$ cat config.mk
export PLATFORM = sky130hd
export DESIGN_NAME = alu_pipe
export DESIGN_NICKNAME = d
export VERILOG_FILES = /design/src/rtl/alu_pipe.sv
export SDC_FILE = /design/constraint.sdc
export NUM_CORES = 1
export LEC_CHECK = 0
export CAP_MARGIN = 5
export CORE_MARGIN = 5
export CORE_UTILIZATION = 45
export CTS_CLUSTER_DIAMETER = 50
export CTS_CLUSTER_SIZE = 25
export DETAILED_ROUTE_END_ITERATION = 16
export GPL_TIMING_DRIVEN = 0
export PLACE_DENSITY = 0.72
export SYNTH_ARGS = -nofsm -noshare
export SYNTH_HDL_FRONTEND = slang
export SYNTH_SLANG_ARGS = --single-unit
$ cat constraint.sdc
create_clock -name clock -period 3.4 [get_ports clock]
set_clock_uncertainty 0.15 [all_clocks]
set_input_delay 0.68 -clock clock [delete_from_list [all_inputs] [get_ports clock]]
set_output_delay 0.68 -clock clock [all_outputs]
set_load 0.01 [all_outputs]
$ cat src/rtl/alu_pipe.sv
// alu_pipe: pipelined integer ALU with ready/valid handshake, LATENCY register
// stages under one global advance enable, and an opaque tag riding with each op.
// Build option: define ALU_PIPE_MUL_EN to build the multiplier. Without it,
// opcode 6 (MUL) decodes as illegal and no multiplier logic exists.
module alu_pipe #(
   parameter int W       = 16,
   parameter int LATENCY = 2,
   parameter int TAG_W   = 4
) (
   input  logic             clock,
   input  logic             reset_n,
   input  logic             in_valid,
   output logic             in_ready,
   input  logic [3:0]       in_op,
   input  logic [W-1:0]     in_a,
   input  logic [W-1:0]     in_b,
   input  logic             in_cin,
   input  logic [TAG_W-1:0] in_tag,
   output logic             out_valid,
   input  logic             out_ready,
   output logic [W-1:0]     out_res,
   output logic [2*W-1:0]   out_mul,
   output logic             out_carry,
   output logic             out_illegal,
   output logic [TAG_W-1:0] out_tag
);

   localparam int PW = 2 * W;

   localparam logic [3:0] OP_AND  = 4'd0;
   localparam logic [3:0] OP_OR   = 4'd1;
   localparam logic [3:0] OP_XOR  = 4'd2;
   localparam logic [3:0] OP_ADD  = 4'd3;
   localparam logic [3:0] OP_ADDC = 4'd4;
   localparam logic [3:0] OP_SUB  = 4'd5;
   localparam logic [3:0] OP_MUL  = 4'd6;
   localparam logic [3:0] OP_SEQ  = 4'd7;
   localparam logic [3:0] OP_SLTU = 4'd8;
   localparam logic [3:0] OP_SLTS = 4'd9;

   // One global enable: the whole pipe moves, bubbles included, or nothing moves.
   logic adv;

   // Stage registers; index LATENCY-1 is the output stage.
   logic [LATENCY-1:0]            vld_q, vld_d;
   logic [LATENCY-1:0]            cy_q, cy_d;
   logic [LATENCY-1:0]            ill_q, ill_d;
   logic [LATENCY-1:0][W-1:0]     res_q, res_d;
   logic [LATENCY-1:0][PW-1:0]    mul_q, mul_d;
   logic [LATENCY-1:0][TAG_W-1:0] tag_q, tag_d;

   // Front-end (pre-stage-0) results.
   logic [W-1:0]  f_res;
   logic [PW-1:0] f_mul;
   logic          f_cy;
   logic          f_ill;
   logic [W:0]    sum_c;
   logic [W:0]    dif_c;
   logic          cin_add;

   assign adv      = !vld_q[LATENCY-1] || out_ready;
   assign in_ready = adv;

   assign cin_add = (in_op == OP_ADDC) && in_cin;
   assign sum_c   = {1'b0, in_a} + {1'b0, in_b} + {{W{1'b0}}, cin_add};
   // Bit W of the extended difference is the borrow; carry out is its inverse.
   assign dif_c   = {1'b0, in_a} - {1'b0, in_b};

`ifdef ALU_PIPE_MUL_EN
   // Product split into two half-width partial products on b.
   localparam int H = W / 2;
   logic [PW-1:0] pp_lo_c, pp_hi_c;
   logic [PW-1:0] prod_s0;   // full product available at the front
   logic [PW-1:0] prod_s1;   // full product merged on the way into stage 1
   logic          mul_s1;    // stage 0 holds a MUL awaiting its merge

   assign pp_lo_c = PW'(in_a) * PW'(in_b[H-1:0]);
   assign pp_hi_c = PW'(in_a) * PW'(in_b[W-1:H]);

   if (LATENCY == 1) begin : g_mul_comb
      assign prod_s0 = pp_lo_c + (pp_hi_c << H);
      assign prod_s1 = '0;
      assign mul_s1  = 1'b0;
   end else begin : g_mul_split
      logic [PW-1:0] lo_q, hi_q;
      logic          m_q;
      // Stage 0 keeps the partial products; the final add happens into stage 1.
      always_ff @(posedge clock or negedge reset_n) begin
         if (!reset_n) begin
            lo_q <= '0;
            hi_q <= '0;
            m_q  <= 1'b0;
         end else if (adv) begin
            lo_q <= pp_lo_c;
            hi_q <= pp_hi_c;
            m_q  <= in_valid && (in_op == OP_MUL);
         end
      end
      assign prod_s0 = '0;
      assign prod_s1 = lo_q + (hi_q << H);
      assign mul_s1  = m_q;
   end
`endif

   // Opcode decode and arithmetic for the op being offered.
   always_comb begin
      f_res = '0;
      f_mul = '0;
      f_cy  = 1'b0;
      f_ill = 1'b0;
      case (in_op)
         OP_AND:  f_res = in_a & in_b;
         OP_OR:   f_res = in_a | in_b;
         OP_XOR:  f_res = in_a ^ in_b;
         OP_ADD, OP_ADDC: begin
            f_res = sum_c[W-1:0];
            f_cy  = sum_c[W];
         end
         OP_SUB: begin
            f_res = dif_c[W-1:0];
            f_cy  = ~dif_c[W];
         end
`ifdef ALU_PIPE_MUL_EN
         OP_MUL: begin
            f_res = prod_s0[W-1:0];
            f_mul = prod_s0;
         end
`endif
         OP_SEQ:  f_res = {{(W-1){1'b0}}, (in_a == in_b)};
         OP_SLTU: f_res = {{(W-1){1'b0}}, (in_a < in_b)};
         OP_SLTS: f_res = {{(W-1){1'b0}}, ($signed(in_a) < $signed(in_b))};
         default: f_ill = 1'b1;
      endcase
   end

   // Next-state for every stage: stage 0 takes the front end, others shift.
   always_comb begin
      vld_d[0] = in_valid;
      res_d[0] = in_valid ? f_res : '0;
      mul_d[0] = in_valid ? f_mul : '0;
      cy_d[0]  = in_valid && f_cy;
      ill_d[0] = in_valid && f_ill;
      tag_d[0] = in_valid ? in_tag : '0;
      for (int i = 1; i < LATENCY; i++) begin
         vld_d[i] = vld_q[i-1];
         res_d[i] = res_q[i-1];
         mul_d[i] = mul_q[i-1];
         cy_d[i]  = cy_q[i-1];
         ill_d[i] = ill_q[i-1];
         tag_d[i] = tag_q[i-1];
`ifdef ALU_PIPE_MUL_EN
         if (i == 1 && mul_s1) begin
            res_d[i] = prod_s1[W-1:0];
            mul_d[i] = prod_s1;
         end
`endif
      end
   end

   // Stage registers: cleared on reset, advance together only when adv is high.
   always_ff @(posedge clock or negedge reset_n) begin
      if (!reset_n) begin
         vld_q <= '0;
         res_q <= '0;
         mul_q <= '0;
         cy_q  <= '0;
         ill_q <= '0;
         tag_q <= '0;
      end else if (adv) begin
         vld_q <= vld_d;
         res_q <= res_d;
         mul_q <= mul_d;
         cy_q  <= cy_d;
         ill_q <= ill_d;
         tag_q <= tag_d;
      end
   end

   assign out_valid   = vld_q[LATENCY-1];
   assign out_res     = res_q[LATENCY-1];
   assign out_mul     = mul_q[LATENCY-1];
   assign out_carry   = cy_q[LATENCY-1];
   assign out_illegal = ill_q[LATENCY-1];
   assign out_tag     = tag_q[LATENCY-1];

endmodule
# Yosys cells after proc, flatten, opt, wreduce, memory -nomap -nowiden
# Cells that the tools add are included.
# Widths: inputs -> output; s select.
[word_totals]
memories = 0
regBits = 46
mem_bits_ro = 0
latchBits = 0
ram_bits = 0
output_inout_bits = 56
[classes]
n_mul = 0
reduce_logical = 8
bitwise = 4
magnitude_cmp = 2
shifts = 0
n_div = 0
eq_ne = 9
add_sub_neg = 3
mux = 5
[op_table]
columns = ["operator", "count"]
rows = [
  ["$pmux 16 s8", 1],
  ["$lt 16x16->1", 2],
  ["$add 16x16->17", 1],
  ["$add 17x1->17", 1],
  ["$sub 16x16->17", 1],
  ["$and 16x16->16", 1],
  ["$eq 16x16->1", 1],
  ["$mux 16", 1],
  ["$or 16x16->16", 1],
  ["$xor 16x16->16", 1],
  ["$eq 4x3->1 const B", 3],
  ["$reduce_or 9->1", 1],
  ["$eq 4x2->1 const B", 2],
  ["$eq 4x4->1 const B", 2],
  ["$eq 4x1->1 const B", 1],
  ["$logic_not 4->1", 1],
  ["$mux 4", 1],
  ["$logic_and 1x1->1", 3],
  ["$pmux 1 s2", 1],
  ["$reduce_or 2->1", 1],
  ["$logic_not 1->1", 1],
  ["$logic_or 1x1->1", 1],
  ["$mux 1", 1],
  ["$not 1->1", 1],
]

# Longest topological paths before layout
[depth]
ltp_word = 5
ltp_mapped = 12

# Worst setup path before layout
# No wires, ideal clock.
[synth_path]
kind = "input -> register"
from = "input in_op[1]"
to = "register res_q (netlist bit res_d[20])"
arrival_ns = 3.091
stages = 12
required_time_ns = 3.129
setup_time_ns = 0.121
n_path_buf = 2
path_slack_ns = 0.038
cell_sequence = "buf_2 buf_1 nor3_1 nand2_1 fa_1 fa_1 nor2b_1 o21a_1 or3_1 o211ai_2 a221o_1 a22o_1"
[synth_via]
elab_chain_cells = 5
word_cells_on_any_way = 14
cone_classes = "add/sub: 1; eq/ne: 8; mux: 2; reduce/logical: 3"
[synth_rtl]
columns = ["item", "line", "source"]
rows = [
  ["start: declaration", "14", "input logic [3:0] in_op,"],
  ["$eq 4x3->1", "64, 111", ""],
  ["$logic_and 1x1->1", "64", "assign cin_add = (in_op == OP_ADDC) && in_cin;"],
  ["$add 17x1->17", "65", "assign sum_c = {1'b0, in_a} + {1'b0, in_b} + {{W{1'b0}}, cin_add};"],
  ["$pmux 16 s8 (*)", "111", "case (in_op)"],
  ["$mux 16 (*)", "139", "res_d[0] = in_valid ? f_res : '0;"],
  ["end signal: assignment", "171", "res_q <= res_d;"],
  ["end: declaration", "48", "logic [LATENCY-1:0][W-1:0] res_q, res_d;"],
]
# Mark *: on every way between the ends. The rest lies on a longest branch, timed or not.
# A chain may end at the register's enable or synchronous reset.

# Worst setup path after layout
[layout_path]
from = "input in_a[6]"
to = "register res_q (netlist bit res_d[27])"
[layout_via]
elab_chain_cells = 4
word_cells_on_any_way = 5
cone_classes = "add/sub: 3; mux: 2"
[layout_rtl]
columns = ["item", "line", "source"]
rows = [
  ["start: declaration", "15", "input logic [W-1:0] in_a,"],
  ["$add 16x16->17", "65", ""],
  ["$add 17x1->17", "65", ""],
  ["$pmux 16 s8 (*)", "111", ""],
  ["$mux 16 (*)", "139", ""],
]
# Marks and branches as above.

==> results.sh <==
export IMPL_outcome="completed"
export IMPL_portBuffers=67
export IMPL_netlist_area_um2=4640
export IMPL_ys_async_sr_fraction_pct=100
export IMPL_path_delay_family="compound AO/OA/AOI/OAI gates"
export IMPL_synthCells=592
export IMPL_final_common_cell="nand2_1"
export IMPL_clockRootBuffer="clkbuf_8"
export IMPL_ys_flop_type="dfrtp_1"
export IMPL_pwr_share_seq_pct=37.2
export IMPL_fmax_mhz=303
export IMPL_cp_end_kind="register"
export IMPL_dieArea_um2=12500
export IMPL_antenna_found_initial=0
export IMPL_synth_edf_count=0
export IMPL_place_congestion=0.930
export IMPL_synth_compound_area_share_pct=24.1
export IMPL_crit_cells=10
export IMPL_grt_pass1_wl_um=23000
export IMPL_relSlewSlack_pct=29.7
export IMPL_route_detailed_drc=0
export IMPL_ioPinCount=101
export IMPL_yosys_area_share_simple_pct=20.4
export IMPL_synth_top_family_by_area="compound AO/OA/AOI/OAI gates"
export IMPL_cp_common_cell="nand3_1"
export IMPL_diodes=0
export IMPL_tns_ns=0
export IMPL_cts_max_level=2
export IMPL_cp_slowest_cell="clkdlybuf4s50_1"
export IMPL_yosys_mux_area_fraction_pct=3.02
export IMPL_vdd_drop_max_v=0.000163
export IMPL_area_delta_synth_final_pct=26.7
export IMPL_max_stage_delay_ns=0.51
export IMPL_drv_slew=0
export IMPL_coreArea_um2=10200
export IMPL_cts_tree="built"
export IMPL_cts_buffers=5
export IMPL_setup_worst_path_start_class="primary input"
export IMPL_grt_start_max_net_pins=35
export IMPL_timing_critical_path_cells="clkdlybuf4s50_1, inv_1, ha_1, clkbuf_2, nand3_1, nand3_1, o211ai_1, a21oi_1, o311ai_0, a2bb2oi_1"
export IMPL_layout_core_utilization_pct=57.7
export IMPL_arrival_ns=3.32
export IMPL_die_w_um=112
export IMPL_path_class="in2reg"
export IMPL_intPower_uw=1070
export IMPL_hold_class="in2async"
export IMPL_multi_input_area_um2=3180
export IMPL_first_pass_iters=5
export IMPL_synth_seq_area_share_pct=24.8
export IMPL_synth_cell_types=66
export IMPL_drt_iter0_drc=439
export IMPL_power_frac_comb_pct=44.2
export IMPL_crit_required_ns=3.41
export IMPL_fin_nets=792
export IMPL_worstPathMaxFanout=10
export IMPL_cp_num_buf_inv=3
export IMPL_clkPwrFrac_pct=18.6
export IMPL_clkTransAtPathRegs_ns=0.08
export IMPL_grt_setup_unrepaired="no"
export IMPL_wl_per_cell_um=16.9
export IMPL_power_density_nw_per_um2=291
export IMPL_final_seq_area_um2=1150
export IMPL_drive_gt1_share_pct=12.6
export IMPL_r2r_cells=7
export IMPL_gr_total_overflow=0
export IMPL_ant_nets=0
export IMPL_swShare_pct=37.8
export IMPL_final_cell_mix="nand2_1, clkdlybuf4s50_1, inv_1"
export IMPL_worst_pin_slew_ns=1.05
export IMPL_routed_wl_um=14100
export IMPL_clkLatencyLatePin_ns=0.30
export IMPL_cts_buffer_depth=2
export IMPL_fillers=940
export IMPL_fin_crit_sh_pct=97.2
export IMPL_switchingPower_uw=647
export IMPL_holdWs_ns=0.112
export IMPL_synthXorXnorAreaFrac_pct=0.755
export IMPL_finalHoldViolCount=0
export IMPL_p_leak_uw=0.00285
export IMPL_synth_seq_cells=46
export IMPL_period_needed_ns=3.30
export IMPL_avgViaCountPerCell=5.56
export IMPL_grt_pass1_vias=4521
export IMPL_rrSetupSlack_ns=0.57
export IMPL_grtUsageTotal_pct=22.2
export IMPL_rows=37
export IMPL_place_hpwl_um=11200
export IMPL_cap_violations=0
export IMPL_synth_yosys_warnings=0
export IMPL_die_y_um=112
export IMPL_finalSetupViolCount=0
export IMPL_clock_sinks=46
export IMPL_vias=4624
export IMPL_synth_fa_ha_area_share_pct=14.2
export IMPL_syn_area_per_cell_um2=7.84
export IMPL_start_util_pct=45.6
[registers in the layout, summed over array words and instances (netlist names)]
signal and flops:
tag_d 4, cy_q 2, vld_q 2, out_res 16, res_d 16, ill_q 2
out_tag 4
[worst reg2reg max path, stage by stage, from the launching register on]
cell and delay [ns]:
dfrtp_1 0.37, nor2b_2 0.18, inv_1 0.08, nand2_1 0.19, nor3_1 0.80, a22oi_1 0.33, o311ai_0 0.20, a2bb2oi_1 0.39
[layer usage]
metal / vias to the layer above / global-route usage (%) / routed length (um)
met4: 0 / 6.16 / 271
li1: 2245 / - / -
met1: 2161 / 30.7 / 6370
met3: 27 / 3.75 / 961
met5: - / 0 / 0
met2: 191 / 36.0 / 6490
[cells by family (layout without fill, tap and decap cells)]
family / Yosys count / count (layout)
AOI/OAI and AO/OA: 156 / 156
xor gates and xnor gates: 4 / 4
adders and majority gates: 51 / 51
buffers and inverters: 118 / 191
DFF: 46 / 46
muxes: 14 / 14
other: 1 / 32
and+or+nand+nor: 202 / 202
[worst paths after layout]
kind	startpoint	to
max in group asynchronous	reset_n	res_d[30]$_DFFE_PN0P_
setup reg to reg	vld_q[1]$_DFFE_PN0P_	res_d[27]$_DFFE_PN0P_
setup / recovery	in_a[6]	res_d[27]$_DFFE_PN0P_
hold reg to reg	out_res[10]$_DFFE_PN0P_	out_res[10]$_DFFE_PN0P_
min in group clock	out_res[10]$_DFFE_PN0P_	out_res[10]$_DFFE_PN0P_
hold / removal	reset_n	tag_d[4]$_DFFE_PN0P_
[cells in the mapped netlist, drive strengths merged (11+ instances only)]
library cell	count	area [um2]
mux2i	14	140
buf	42	298
a22o	11	96.3
o21ai	24	120
a21oi	28	140
nand2	101	379
ha	48	601
nor3	12	60.1
nor2	26	97.6
dfrtp	46	1150
inv	54	203
clkbuf	22	82.6
[metrics by stage]
step,std cells,setup slack [ns],total power [uW],area (um2)
2_1_floorplan,623,0.0382,1080,4760
3_3_place_gp,826,-0.938,1340,5600
3_5_place_dp,827,-0.960,1350,5620
4_1_cts,834,0.0117,1690,5820
5_1_grt,832,0.00693,1820,5880
6_report,832,0.0968,1710,5880
[power groups by stage]
stage / Clock, uW / Combinational (uW) / Sequential [uW]
CTS: 328 / 729 / 637
detailed placement: 0 / 705 / 649
floorplan: 0 / 421 / 656
global placement: 0 / 694 / 646
global route: 348 / 825 / 644
finish: 319 / 758 / 637
[layout make-up]
| class | instances | area share [%] |
|---|---|---|
| Sequential cell | 46 | 19.6 |
| Buffer | 59 | 6.70 |
| Multi-Input combinational cell | 459 | 54.1 |
| Tap cell | 136 | 2.89 |
| Timing Repair Buffer | 71 | 12.0 |
| Inverter | 54 | 3.45 |
| Clock buffer | 5 | 1.17 |
| Clock inverter | 2 | 0.170 |
[timing repair]
item / CTS / global route
cloned: 0 / 0
buffers inserted: 2 / 1
gates resized for setup: 29 / 16
endpoints found under the setup margin: 17 / 12
pin swaps: 9 / 6
hold buffers: 0 / 0
No activity file was read; power rests on OpenSTA's default activity.
